## src/rtl/streaming_tagged_count_collector.sv

```systemverilog
// In-order collector for a bank of out-of-order count lanes: tags each accepted graph
// with a ring slot, dispatches round-robin, and retires results in acceptance order.

module streaming_tagged_count_collector_lane #(
  parameter int ADDR_WIDTH = 5,
  parameter int DEPTH      = 32
) (
  input  logic                  done_i,
  input  logic [ADDR_WIDTH-1:0] tag_i,
  input  logic [DEPTH-1:0]      busy_i,
  input  logic [DEPTH-1:0]      slot_done_i,
  output logic                  hit_o,
  output logic                  bad_o
);
  assign hit_o = done_i && busy_i[tag_i] && !slot_done_i[tag_i];
  assign bad_o = done_i && !hit_o;
endmodule

module streaming_tagged_count_collector #(
  parameter int NUM_LANES          = 2,
  parameter int GRAPH_WIDTH        = 128,
  parameter int COUNT_WIDTH        = 6,
  parameter int EXTRA_DATA_WIDTH   = 1,
  parameter int ADDR_WIDTH         = 5,
  parameter int ALMOST_FULL_MARGIN = 4,
  parameter int TIMEOUT_CYCLES     = 4096
) (
  input  logic                              clk,
  input  logic                              rst,
  input  logic                              in_valid,
  output logic                              in_ready,
  input  logic                              in_skip,
  input  logic [GRAPH_WIDTH-1:0]            in_graph,
  input  logic [EXTRA_DATA_WIDTH-1:0]       in_extra,
  output logic                              almost_full,
  output logic [ADDR_WIDTH:0]               occupancy,
  input  logic [NUM_LANES-1:0]              lane_ready,
  output logic [NUM_LANES-1:0]              lane_valid,
  output logic [GRAPH_WIDTH-1:0]            lane_graph,
  output logic [ADDR_WIDTH-1:0]             lane_tag,
  input  logic [NUM_LANES-1:0]              lane_done,
  input  logic [NUM_LANES*COUNT_WIDTH-1:0]  lane_count,
  input  logic [NUM_LANES*ADDR_WIDTH-1:0]   lane_tag_out,
  output logic                              out_valid,
  input  logic                              out_ready,
  output logic [COUNT_WIDTH-1:0]            out_count,
  output logic [EXTRA_DATA_WIDTH-1:0]       out_extra,
  output logic                              out_skipped,
  output logic                              err_tag,
  output logic                              err_timeout
);
  localparam int DEPTH = 1 << ADDR_WIDTH;
  localparam int LW    = (NUM_LANES > 1) ? $clog2(NUM_LANES) : 1;
  localparam int WD_W  = (TIMEOUT_CYCLES > 0) ? $clog2(TIMEOUT_CYCLES + 1) : 1;
  localparam logic [WD_W-1:0] WD_MAX = WD_W'(TIMEOUT_CYCLES);
  localparam int AF_TH = DEPTH - ALMOST_FULL_MARGIN;
  // A non-positive threshold makes the compare trivially true: almost_full stays high.
  localparam logic [ADDR_WIDTH:0] AF_TH_V = (AF_TH <= 0) ? '0 : (ADDR_WIDTH+1)'(AF_TH);
  localparam logic [ADDR_WIDTH:0] FULL    = (ADDR_WIDTH+1)'(DEPTH);

  typedef struct packed {
    logic [COUNT_WIDTH-1:0]      count;
    logic [EXTRA_DATA_WIDTH-1:0] extra;
    logic                        skip;
  } slot_t;

  slot_t                          slot_q [DEPTH];
  logic [DEPTH-1:0]               busy_q, done_q;
  logic [ADDR_WIDTH-1:0]          head_q, tail_q;
  logic [ADDR_WIDTH:0]            occ_q;
  logic [LW-1:0]                  rr_q;
  logic [NUM_LANES-1:0]           lane_valid_q;
  logic [GRAPH_WIDTH-1:0]         lane_graph_q;
  logic [ADDR_WIDTH-1:0]          lane_tag_q;
  logic                           out_valid_q, out_skipped_q;
  logic [COUNT_WIDTH-1:0]         out_count_q;
  logic [EXTRA_DATA_WIDTH-1:0]    out_extra_q;
  logic                           err_tag_q, err_timeout_q;
  logic [WD_W-1:0]                wd_q, wd_d;

  logic [NUM_LANES-1:0][ADDR_WIDTH-1:0]  ltag;
  logic [NUM_LANES-1:0][COUNT_WIDTH-1:0] lcnt;
  logic [NUM_LANES-1:0]                  hit, bad, cap_we;
  logic                                  dup_err;
  logic [LW-1:0]                         grant, rr_next;
  logic                                  found;
  int                                    idx;
  logic                                  accept, load;

  assign ltag = lane_tag_out;
  assign lcnt = lane_count;

  for (genvar i = 0; i < NUM_LANES; i++) begin : g_lane
    streaming_tagged_count_collector_lane #(
      .ADDR_WIDTH (ADDR_WIDTH),
      .DEPTH      (DEPTH)
    ) u_lane (
      .done_i      (lane_done[i]),
      .tag_i       (ltag[i]),
      .busy_i      (busy_q),
      .slot_done_i (done_q),
      .hit_o       (hit[i]),
      .bad_o       (bad[i])
    );
  end

  // Lowest lane index wins when several lanes return the same tag in one cycle.
  always_comb begin
    cap_we  = '0;
    dup_err = 1'b0;
    for (int i = 0; i < NUM_LANES; i++) begin
      if (hit[i]) begin
        cap_we[i] = 1'b1;
        for (int j = 0; j < i; j++)
          if (lane_done[j] && ltag[j] == ltag[i]) cap_we[i] = 1'b0;
        if (!cap_we[i]) dup_err = 1'b1;
      end
    end
  end

  always_comb begin
    grant = rr_q;
    found = 1'b0;
    idx   = 0;
    for (int k = 0; k < NUM_LANES; k++) begin
      idx = (int'(rr_q) + k) % NUM_LANES;
      if (!found && lane_ready[idx[LW-1:0]]) begin
        grant = idx[LW-1:0];
        found = 1'b1;
      end
    end
  end

  assign rr_next = (int'(grant) == NUM_LANES - 1) ? '0 : grant + 1'b1;

  assign in_ready = (occ_q != FULL) && (|lane_ready);
  assign accept   = in_valid && in_ready;
  assign load     = (!out_valid_q || out_ready) && (occ_q != '0) && done_q[head_q];

  always_comb begin
    wd_d = wd_q;
    if (load || occ_q == '0)                 wd_d = '0;
    else if (!done_q[head_q] && wd_q != WD_MAX) wd_d = wd_q + 1'b1;
  end

  always_ff @(posedge clk) begin
    if (rst) begin
      for (int s = 0; s < DEPTH; s++) slot_q[s] <= '0;
      busy_q        <= '0;
      done_q        <= '0;
      head_q        <= '0;
      tail_q        <= '0;
      occ_q         <= '0;
      rr_q          <= '0;
      lane_valid_q  <= '0;
      lane_graph_q  <= '0;
      lane_tag_q    <= '0;
      out_valid_q   <= 1'b0;
      out_count_q   <= '0;
      out_extra_q   <= '0;
      out_skipped_q <= 1'b0;
      err_tag_q     <= 1'b0;
      err_timeout_q <= 1'b0;
      wd_q          <= '0;
    end else begin
      lane_valid_q <= '0;
      if (accept) begin
        slot_q[tail_q] <= '{count: '0, extra: in_extra, skip: in_skip};
        busy_q[tail_q] <= 1'b1;
        done_q[tail_q] <= in_skip;
        tail_q         <= tail_q + 1'b1;
        if (!in_skip) begin
          lane_valid_q[grant] <= 1'b1;
          lane_graph_q        <= in_graph;
          lane_tag_q          <= tail_q;
          rr_q                <= rr_next;
        end
      end

      for (int i = 0; i < NUM_LANES; i++) begin
        if (cap_we[i]) begin
          slot_q[ltag[i]].count <= lcnt[i];
          done_q[ltag[i]]       <= 1'b1;
        end
      end

      if (load) begin
        busy_q[head_q] <= 1'b0;
        done_q[head_q] <= 1'b0;
        head_q         <= head_q + 1'b1;
        out_valid_q    <= 1'b1;
        out_count_q    <= slot_q[head_q].count;
        out_extra_q    <= slot_q[head_q].extra;
        out_skipped_q  <= slot_q[head_q].skip;
      end else if (out_ready) begin
        out_valid_q <= 1'b0;
      end

      case ({accept, load})
        2'b10:   occ_q <= occ_q + 1'b1;
        2'b01:   occ_q <= occ_q - 1'b1;
        default: occ_q <= occ_q;
      endcase

      err_tag_q     <= err_tag_q | (|bad) | dup_err;
      wd_q          <= wd_d;
      err_timeout_q <= err_timeout_q | ((TIMEOUT_CYCLES > 0) && (wd_d == WD_MAX));
    end
  end

  assign almost_full = (occ_q >= AF_TH_V);
  assign occupancy   = occ_q;
  assign lane_valid  = lane_valid_q;
  assign lane_graph  = lane_graph_q;
  assign lane_tag    = lane_tag_q;
  assign out_valid   = out_valid_q;
  assign out_count   = out_count_q;
  assign out_extra   = out_extra_q;
  assign out_skipped = out_skipped_q;
  assign err_tag     = err_tag_q;
  assign err_timeout = err_timeout_q;
endmodule

```

## config.mk

```make
export PLATFORM = sky130hd
export DESIGN_NAME = streaming_tagged_count_collector
export DESIGN_NICKNAME = d
export VERILOG_FILES = /design/src/rtl/streaming_tagged_count_collector.sv
export SDC_FILE = /design/constraint.sdc
export NUM_CORES = 1
export LEC_CHECK = 0
export BUFFER_PORTS_ARGS = -buffer_cell sky130_fd_sc_hd__buf_2
export CAP_MARGIN = 20
export CORE_ASPECT_RATIO = 1.1
export CORE_MARGIN = 2
export CORE_UTILIZATION = 40
export CTS_BUF_LIST = sky130_fd_sc_hd__clkbuf_4
export CTS_CLUSTER_DIAMETER = 50
export DETAILED_ROUTE_END_ITERATION = 12
export PLACE_DENSITY_LB_ADDON = 0.1
export SLEW_MARGIN = 10
export SYNTH_ARGS = -nofsm -noshare
export SYNTH_HDL_FRONTEND = slang
export SYNTH_SLANG_ARGS = --single-unit
```

## constraint.sdc

```tcl
create_clock -name clk -period 5.7 [get_ports clk]
set_input_delay 0 -clock clk [delete_from_list [all_inputs] [get_ports clk]]
set_output_delay 0 -clock clk [all_outputs]
set_load 0.05 [all_outputs]
```

==> flow_summary.json, run 1 <==
{
  "status": "complete, no violations",
  "rr_endpoint": "occupancy[4]$_SDFFE_PP0P_",
  "synthMuxAreaShare": 0.113,
  "ff2ff_path_depth": 17,
  "grt_pass1_wl_microns": 139000,
  "swShare": 0.268,
  "rows": 93,
  "synth-simple-area-share": 0.147,
  "antenna_found_initial": 4,
  "netlist_instances": 2250,
  "drt_iter0_markers": 1825,
  "power_switching_mw": 2.26,
  "hold_class": "in -> reg",
  "grtUsageTotal": 0.305,
  "fin_tns_setup_ns": 0,
  "skew_ns": 0.0558,
  "synth_common_cells": "459 x nand2_1, 256 x edfxtp_1, 240 x dfxtp_1",
  "post-synth-top-count-cell": "nand2_1",
  "grt_max_degree": 84,
  "synth_cell_types": 64,
  "cts_root_buf": "clkbuf_4",
  "routed_via_density": 5.85,
  "synth-async-reset-ratio": 0,
  "drive_gt1_frac": 0.241,
  "power_leakage_nw": 11.9,
  "synth_compound_area_frac": 0.148,
  "cts_max_level": 4,
  "cp_data_required_time_ns": 6.53,
  "utilization": 0.536,
  "ys_warn_count": 0,
  "wl_microns": 94000,
  "maxSlewViolCount": 0,
  "clock.fmax_ghz": 0.204,
  "cts.path.max_buffers": 3,
  "cts_tree": "done",
  "ctsResizeCount": 0,
  "die_area_sq_mm": 0.0608,
  "gp_congestion": 0.950,
  "min_path_cells": 4,
  "worst_pin_slew_ns": 1.15,
  "total_power_mw": 8.43,
  "path_max_fanout": 37,
  "start_util": 0.403,
  "cts_setup_buffers": 0,
  "clkPwrFrac": 0.414,
  "pwr-share-seq": 0.466,
  "rrSetupSlack_ns": 0.80,
  "synthTopCellsByArea": "edfxtp_1 33%, dfxtp_1 20%, mux4_2 9.2%",
  "fin_crit_sh": 0.859,
  "synth_ff_type": "edfxtp_1",
  "internal-power_mw": 6.17,
  "io_buffers": 313,
  "cap_violations": 0,
  "syn_avg_cell_area_sq_um": 10.5,
  "whs_endpoint": "out_valid$_SDFFE_PP0P_",
  "clkTransAtPathRegs_ns": 0.07,
  "dp_slack_ns": 0.853,
  "min-delay-start": "out_ready",
  "fin_nets": 3093,
  "synth_edf_count": 256,
  "slowest_delay_ns": 0.73,
  "crit_path_cell_trace": "mux2i_1 > o22ai_1 > a2111oi_2 > nand3_1 > and3b_1 > buf_4 > ha_1 > xor2_1 > ha_1 > a21oi_1 > nor2b_1 > o21ai_0 > a21oi_1 > a311oi_1 > nor2_1 > xnor2_1 > nor2_1",
  "synth-xor-area-share": 0.0104,
  "clkLatencyLatePin_ns": 0.98,
  "setup_viol": 0,
  "syn-cell-area_sq_mm": 0.0235,
  "dp_cells": 3157,
  "gr-total-overflow": 0,
  "synth.largest_area_cell": "edfxtp_1",
  "first_pass_iters": 6,
  "comb_power_share": 0.120,
  "cts.sink_count": 496,
  "syn_nets": 2423,
  "ys_ff_latch": 496,
  "critPathCaptureType": "flop",
  "period_needed_ns": 4.90,
  "critPathKind": "reg -> reg",
  "critical_path.slowest_cell": "dfxtp_4",
  "ctsHoldBuffers": 382,
  "layout_setup_ws_ns": 0.805,
  "dieWidth_microns": 235,
  "worstSetupStartpointType": "flop",
  "seq_area_frac_synth": 0.531,
  "vias": 22100,
  "synth_top_family_by_area": "compound AO/OA/AOI/OAI gates",
  "grt_pass1_vias": 23000,
  "slew_headroom": 0.231,
  "placeableCoreArea_sq_mm": 0.0584,
  "rsz0062_at_grt": "no",
  "crit_arrival_ns": 5.73,
  "r2r_start": "head_q[1]$_SDFFE_PP0N_",
  "final-hold-violation-count": 0,
  "area_growth_pct": 33.1,
  "hpwl_microns": 58600,
  "pwr_density_cell_mw_per_mm2": 269,
  "ant_nets": 0,
  "cts_buffers": 136,
  "max-vdd-ir-drop_v": 0.000192,
  "routedWlPerCell_microns": 24.8,
  "pin_count": 314,
  "stdcell_count": 3784,
  "synth.top_cell.area_share": 0.327,
  "fp.dieH_microns": 258,
  "drc_errors": 0,
  "synth_adder_area_share": 0.00691
}
-- layout by cell type, fill, tap and decap left out, drive strengths merged, types with 20 or more instances in the layout --
cell type	n
a22oi	20
o22a	25
a221oi	59
dlygate4sd3	382
clkinv	20
dfxtp	240
mux4	96
nor2	137
buf	363
edfxtp	256
clkbuf	209
a21oi	151
nor3	28
nand3	38
nand2	459
inv	43
mux2i	48
o22ai	204
-- registers in the layout, summed over array words and instances (netlist names) --
| signal | count |
|---|---|
| lane_graph | 128 |
| out_valid | 1 |
| lane_valid | 2 |
| tail_q | 5 |
| err_tag | 1 |
| lane_tag | 5 |
| head_q | 5 |
| err_timeout | 1 |
| out_extra | 1 |
| rr_q | 1 |
| slot_q | 256 |
| occupancy | 6 |
| out_count | 6 |
| done_q | 32 |
| busy_q | 32 |
| out_skipped | 1 |
| wd_q | 13 |
-- power by group through the flow --
stage / registers (mW) / logic, mW / clock network, mW
6_report: 3.92 / 1.01 / 3.49
5_1_grt: 3.93 / 1.07 / 3.76
4_1_cts: 3.92 / 0.989 / 3.55
3_5_place_dp: 4.00 / 0.801 / 0
3_3_place_gp: 3.99 / 0.797 / 0
2_1_floorplan: 4.14 / 0.370 / 0
-- per-stage QoR --
step	cell area (sq um)	hold slack (ns)
global route	31300	0.0449
floorplan	23500	0.136
finish	31300	0.0784
global placement	25600	0.239
detailed placement	25600	0.246
CTS	31300	0.0121
-- how the worst max path moves through the flow --
stage | from | to
final | head_q[1]$_SDFFE_PP0N_ | occupancy[4]$_SDFFE_PP0P_
after global routing | head_q[1]$_SDFFE_PP0N_ | occupancy[4]$_SDFFE_PP0P_
after CTS | head_q[1]$_SDFFE_PP0N_ | occupancy[4]$_SDFFE_PP0P_
after detailed placement | head_q[1]$_SDFFE_PP0N_ | occupancy[4]$_SDFFE_PP0P_
after global placement | head_q[1]$_SDFFE_PP0N_ | occupancy[4]$_SDFFE_PP0P_
after floorplan | occupancy[3]$_SDFFE_PP0P_ | occupancy[4]$_SDFFE_PP0P_
-- worst max-delay path: cells and delay by family, from the launching register on --
family                   cells  cell delay, ns
multiplexers                 1            0.33
buffers and inverters        1            0.26
AND/OR/NAND/NOR              5            1.17
XOR/XNOR                     2            0.35
adder cells (fa/ha/maj)      2            0.62
flip-flops                   1            0.73
AO/OA/AOI/OAI                6            1.28
-- layout make-up --
| type | instances | area (sq um) |
|---|---|---|
| Antenna cell | 3 | 7.51 |
| Clock buffer | 207 | 1550 |
| Clock inverter | 32 | 294 |
| Fill cell | 5110 | 27100 |
| Inverter | 39 | 146 |
| Multi-Input combinational cell | 1500 | 10000 |
| Sequential cell | 496 | 12500 |
| Tap cell | 760 | 951 |
| Timing Repair Buffer | 747 | 5810 |
-- cells by family (layout without fill, tap and decap cells) --
| group | after synthesis | count (layout) |
|---|---|---|
| muxes | 145 | 145 |
| AOI/OAI and AO/OA | 526 | 526 |
| xor gates and xnor gates | 28 | 28 |
| other | 0 | 3 |
| adders and majority gates | 13 | 13 |
| DFF | 496 | 496 |
| and+or+nand+nor | 788 | 788 |
| buffers and inverters | 254 | 1025 |
-- routing by layer --
layer,up-vias,part of all wire,track usage
met3,268,0.087,0.0897
met5,-,0.00012,0
met2,1231,0.49,0.523
li1,9779,-,-
met4,2,0.057,0.179
met1,10900,0.36,0.337
No activity file was read; power rests on OpenSTA's default activity.
==> run 2: changes to the inputs <==
--- a/config.mk
+++ b/config.mk
@@ -17,4 +17,5 @@
 export SLEW_MARGIN = 10
 export SYNTH_ARGS = -nofsm -noshare
 export SYNTH_HDL_FRONTEND = slang
+export SYNTH_HIERARCHICAL = 1
 export SYNTH_SLANG_ARGS = --single-unit
==> flow_summary.json, run 2 <==
{
  "critPathCaptureType": "flop",
  "pin_count": 314,
  "wl_microns": 97900,
  "crit_arrival_ns": 5.30,
  "status": "complete, no violations",
  "synth.largest_area_cell": "edfxtp_1",
  "io_buffers": 313,
  "clkLatencyLatePin_ns": 1.03,
  "stdcell_count": 3973,
  "synth_adder_area_share": 0.00672,
  "routedWlPerCell_microns": 24.6,
  "skew_ns": 0.0614,
  "grt_max_degree": 86,
  "clkPwrFrac": 0.354,
  "syn_nets": 2647,
  "cts.path.max_buffers": 3,
  "internal-power_mw": 6.47,
  "slew_headroom": 0.341,
  "synth_ff_type": "edfxtp_1",
  "fin_tns_setup_ns": 0,
  "synth-simple-area-share": 0.178,
  "post-synth-top-count-cell": "nand2_1",
  "cts_max_level": 4,
  "first_pass_iters": 8,
  "cts_buffers": 137,
  "cap_violations": 0,
  "cts_tree": "done",
  "fin_crit_sh": 0.777,
  "synthTopCellsByArea": "edfxtp_1 32%, dfxtp_1 20%, mux4_2 6.0%",
  "start_util": 0.404,
  "cts.sink_count": 496,
  "drt_iter0_markers": 2500,
  "fin_nets": 3269,
  "ant_nets": 0,
  "max-vdd-ir-drop_v": 0.000174,
  "hpwl_microns": 62900,
  "synth_top_family_by_area": "simple AND/OR/NAND/NOR gates",
  "placeableCoreArea_sq_mm": 0.0599,
  "pwr_density_cell_mw_per_mm2": 305,
  "synth-xor-area-share": 0.00977,
  "grtUsageTotal": 0.305,
  "worst_pin_slew_ns": 0.986,
  "nFillCells": 5339,
  "grt_pass1_wl_microns": 143000,
  "ys_warn_count": 6,
  "layout_commonest_cell": "nand2_1",
  "area_growth_pct": 30.1,
  "ys_ff_latch": 496,
  "seq_area_frac_synth": 0.516,
  "path_max_fanout": 15,
  "ctsResizeCount": 0,
  "top_register": "slot_q",
  "fp.dieH_microns": 262,
  "fin_hold_ws_ns": 0.0854,
  "setup_viol": 0,
  "comb_power_share": 0.227,
  "drive_gt1_frac": 0.219,
  "syn-cell-area_sq_mm": 0.0242,
  "synth_compound_area_frac": 0.171,
  "critPathKind": "reg -> reg",
  "dp_cells": 3379,
  "vias": 23500,
  "power_leakage_nw": 11.9,
  "netlist_instances": 2474,
  "rows": 94,
  "gp_congestion": 0.941,
  "synth-async-reset-ratio": 0,
  "gr-total-overflow": 0,
  "cp_data_required_time_ns": 6.58,
  "drc_errors": 0,
  "pwr-share-seq": 0.419,
  "clock.fmax_ghz": 0.226,
  "syn_avg_cell_area_sq_um": 9.79,
  "rsz0062_at_grt": "no",
  "power_switching_mw": 3.14,
  "routed_via_density": 5.91,
  "clkTransAtPathRegs_ns": 0.06,
  "synth_common_cells": "367 x nand2_1, 256 x edfxtp_1, 244 x a21oi_1",
  "dieWidth_microns": 239,
  "synth_edf_count": 256,
  "swShare": 0.327,
  "synth.top_cell.area_share": 0.318,
  "maxSlewViolCount": 0,
  "grt_pass1_vias": 23000,
  "largest_reg_flops": 256,
  "hold_class": "in -> reg",
  "cts_root_buf": "clkbuf_4",
  "synthMuxAreaShare": 0.0685,
  "period_needed_ns": 4.43,
  "worstSetupStartpointType": "flop",
  "synth_cell_types": 75,
  "place_area_sq_mm": 0.0262,
  "antenna_found_initial": 5,
  "die_area_sq_mm": 0.0625,
  "design_area_sq_mm": 0.0315,
  "final-hold-violation-count": 0,
  "layout_common_cells": "367 x nand2_1, 346 x dlygate4sd3_1, 312 x buf_2"
}
[run 2: cell types whose count changed after synthesis, moves of 35 or more]
cell,before,now
a21oi_1,151,244
a221oi_1,51,16
a22o_1,13,65
buf_1,59,19
clkbuf_1,123,169
mux2i_1,48,6
nand2_1,459,367
nand3_1,38,163
o21ai_0,16,152
o22ai_1,204,5
[run 2: cells by family (layout without fill, tap and decap cells)]
kind of cell	after synthesis	in the layout
compound gates	657	657
xor+xnor	27	27
fa+ha+maj	13	13
buf+inv	290	1014
flops	496	496
mux	84	84
other cells	0	7
simple gates	907	907
[run 2: layout make-up]
type	instances	area (sq um)	area share
Antenna cell	7	17.5	0.000556
Clock buffer	208	1560	0.0496
Clock inverter	33	226	0.00719
Inverter	64	240	0.00763
Multi-Input combinational cell	1688	10600	0.336
Sequential cell	496	12500	0.397
Tap cell	768	961	0.0305
Timing Repair Buffer	709	5410	0.172
[run 2: worst max-delay path: stages (launching register included)]
cell and delay (ns):
dfxtp_1 0.65, and3b_1 0.48, a222oi_1 0.43, nand2_1 0.12
o2bb2ai_2 0.25, o21ai_2 0.40, nor2_4 0.05, ha_1 0.38
xor2_1 0.21, ha_1 0.21, a21oi_1 0.24, nor2b_1 0.07
o21ai_0 0.16, a21oi_1 0.09, a311oi_1 0.26, nor2_1 0.08
xnor2_1 0.15, nor2_1 0.05
[run 2: what timing repair did]
action / CTS / global route
buffers inserted: 0 / 0
hold buffers: 346 / 0
hold endpoints to repair: 525 / 0
[run 2: path summary, 6_finish.rpt]
check        slack, ns                           to  cells past startpoint                        start
max               1.27    occupancy[4]$_SDFFE_PP0P_                     17       head_q[2]$_SDFFE_PP0N_
min               0.09           err_tag$_SDFF_PP0_                      5                 lane_done[1]
max reg2reg       1.27    occupancy[4]$_SDFFE_PP0P_                     17       head_q[2]$_SDFFE_PP0N_
min reg2reg       0.45  lane_graph[89]$_SDFFE_PP0P_                      2  lane_graph[89]$_SDFFE_PP0P_
[run 2: through the flow]
stage          utilization  total power, mW  setup WS (ns)
2_1_floorplan            -             5.46           1.65
3_3_place_gp         0.438             6.05           1.41
3_5_place_dp         0.438             6.07           1.31
4_1_cts              0.526             9.62           1.31
5_1_grt              0.526             9.98          0.986
6_report             0.526             9.61           1.27
[run 2: power groups by stage]
| stage | Sequential (mW) | Clock [mW] | Combinational, mW |
|---|---|---|---|
| detailed placement | 4.10 | 0 | 1.97 |
| global placement | 4.10 | 0 | 1.95 |
| finish | 4.03 | 3.40 | 2.18 |
| CTS | 4.03 | 3.44 | 2.15 |
| global route | 4.05 | 3.64 | 2.30 |
| floorplan | 4.35 | 0 | 1.11 |
[run 2: routing by layer]
metal  share of wire  track usage  vias to the layer above
met3            0.10       0.0835                      331
met4           0.051        0.156                        2
li1                -            -                    10400
met5        0.000072            0                        -
met2            0.47        0.494                     1437
met1            0.38        0.376                    11300
==> run 3: changes to the inputs <==
==> constraint.sdc (replaced) <==
create_clock -name clk -period 4.4 [get_ports clk]
set_input_delay 0 -clock clk [delete_from_list [all_inputs] [get_ports clk]]
set_output_delay 0 -clock clk [all_outputs]
set_load 0.05 [all_outputs]
==> flow_summary.json, run 3 (synthesized netlist as in run 2, its figures left out) <==
{
  "fin_tns_setup_ns": 0,
  "vias": 23400,
  "min_path_cells": 5,
  "cap_violations": 0,
  "ff2ff_path_depth": 12,
  "clkTransAtPathRegs_ns": 0.07,
  "skew_ns": 0.0565,
  "cts_max_level": 4,
  "maxSlewViolCount": 0,
  "top_register": "slot_q",
  "largest_reg_flops": 256,
  "start_util": 0.404,
  "wl_microns": 96300,
  "fin_nets": 3293,
  "gr-total-overflow": 0,
  "drive_gt1_frac": 0.224,
  "clkLatencyLatePin_ns": 1.02,
  "cts_buffers": 140,
  "slew_headroom": 0.245,
  "rows": 94,
  "grt_pass1_vias": 22800,
  "fin_crit_sh": 0.930,
  "critPathKind": "reg -> reg",
  "clock.fmax_ghz": 0.244,
  "cts_setup_buffers": 0,
  "hold_class": "in -> reg",
  "status": "complete, no violations",
  "crit_top_cell": "buf_4",
  "die_area_sq_mm": 0.0625,
  "power_leakage_nw": 12.0,
  "ant_nets": 0,
  "period_needed_ns": 4.09,
  "grt_pass1_wl_microns": 141000,
  "routedWlPerCell_microns": 24.1,
  "max-vdd-ir-drop_v": 0.000238,
  "drt_iter0_markers": 2622,
  "ctsHoldBuffers": 343,
  "area_growth_pct": 31.0,
  "gp_congestion": 0.924,
  "hpwl_microns": 62500,
  "pwr_density_cell_mw_per_mm2": 397,
  "final-hold-violation-count": 0,
  "crit_arrival_ns": 4.94,
  "cts_root_buf": "clkbuf_4",
  "placeableCoreArea_sq_mm": 0.0599,
  "drc_errors": 0,
  "critical_path.slowest_cell": "nor4_2",
  "dieWidth_microns": 239,
  "grt_max_degree": 103,
  "layout_common_cells": "367 x nand2_1, 343 x dlygate4sd3_1, 312 x buf_2",
  "cts.sink_count": 496,
  "antenna_found_initial": 2,
  "worstSetupStartpointType": "flop",
  "pin_count": 314,
  "fp.dieH_microns": 262,
  "path_max_fanout": 9,
  "cts.path.max_buffers": 3,
  "slowest_delay_ns": 0.75,
  "layout_commonest_cell": "nand2_1",
  "routed_via_density": 5.85,
  "ctsResizeCount": 0,
  "io_buffers": 313,
  "critPathCaptureType": "flop",
  "grtUsageTotal": 0.301,
  "worst_pin_slew_ns": 1.13,
  "setup_viol": 0,
  "crit_path_cell_trace": "inv_1 > o311ai_0 > o211ai_1 > nor4_2 > o31a_1 > nand3b_1 > buf_4 > or2_2 > a211oi_1 > buf_4 > a22o_1 > dlygate4sd3_1",
  "cts_tree": "done",
  "first_pass_iters": 8,
  "fin_hold_ws_ns": 0.138,
  "rsz0062_at_grt": "no",
  "cp_data_required_time_ns": 5.25
}
-- run 3: cell count changes in the layout (fill, tap and decap cells not counted), moves of 4 or more --
cell | previous run | this run
buf_4 | 50 | 71
clkbuf_4 | 208 | 214
clkinv_1 | 18 | 26
diode_2 | 7 | 3
-- run 3: cell type report --
type                    instances  area, sq um
multi-input cells            1688        10600
diodes                          3         7.51
clock buffers                 214         1610
flip-flops and latches        496        12500
clock inverters                37          235
fillers                      5339        28200
repair buffers                730         5600
well taps                     768          961
inverters                      64          240
-- run 3: critical path, delay by kind of cell, from the launching register on --
| kind | cells | cell delay (ns) |
|---|---|---|
| AND/OR/NAND/NOR | 3 | 1.30 |
| flip-flops | 1 | 0.35 |
| AO/OA/AOI/OAI | 5 | 1.24 |
| buffers and inverters | 4 | 1.04 |
-- run 3: per-layer routing --
| metal | wire length, microns | GRT usage | vias up |
|---|---|---|---|
| li1 | - | - | 10500 |
| met1 | 37700 | 0.380 | 11300 |
| met2 | 45200 | 0.488 | 1389 |
| met3 | 9280 | 0.0707 | 292 |
| met4 | 4160 | 0.147 | 0 |
| met5 | 0 | 0 | - |
-- run 3: path summary, 6_finish.rpt --
check	start	to	slack, ns
hold / removal	lane_done[1]	err_tag$_SDFF_PP0_	0.14
hold reg to reg	lane_graph[48]$_SDFFE_PP0P_	lane_graph[48]$_SDFFE_PP0P_	0.45
setup / recovery	busy_q[28]$_SDFF_PP0_	slot_q[5][6]$_DFFE_PP_	0.31
setup reg to reg	busy_q[28]$_SDFF_PP0_	slot_q[5][6]$_DFFE_PP_	0.31
-- run 3: through the flow --
| stage | area [sq um] | utilization | std cells | power, mW | setup slack (ns) |
|---|---|---|---|---|---|
| floorplan | 24200 | - | 2474 | 7.08 | 0.355 |
| global placement | 26400 | 0.441 | 3402 | 7.92 | 0.399 |
| detailed placement | 26400 | 0.441 | 3402 | 7.93 | 0.347 |
| CTS | 31700 | 0.529 | 3996 | 12.6 | 0.437 |
| global route | 31700 | 0.530 | 4000 | 13.1 | 0.221 |
| finish | 31700 | 0.530 | 4000 | 12.6 | 0.310 |
-- run 3: report_power, final --
part	internal, mW	leakage, nW	switching [mW]
Sequential	5.07	4.67	0.141
Combinational	1.03	6.25	1.87
Clock	2.39	1.09	2.10
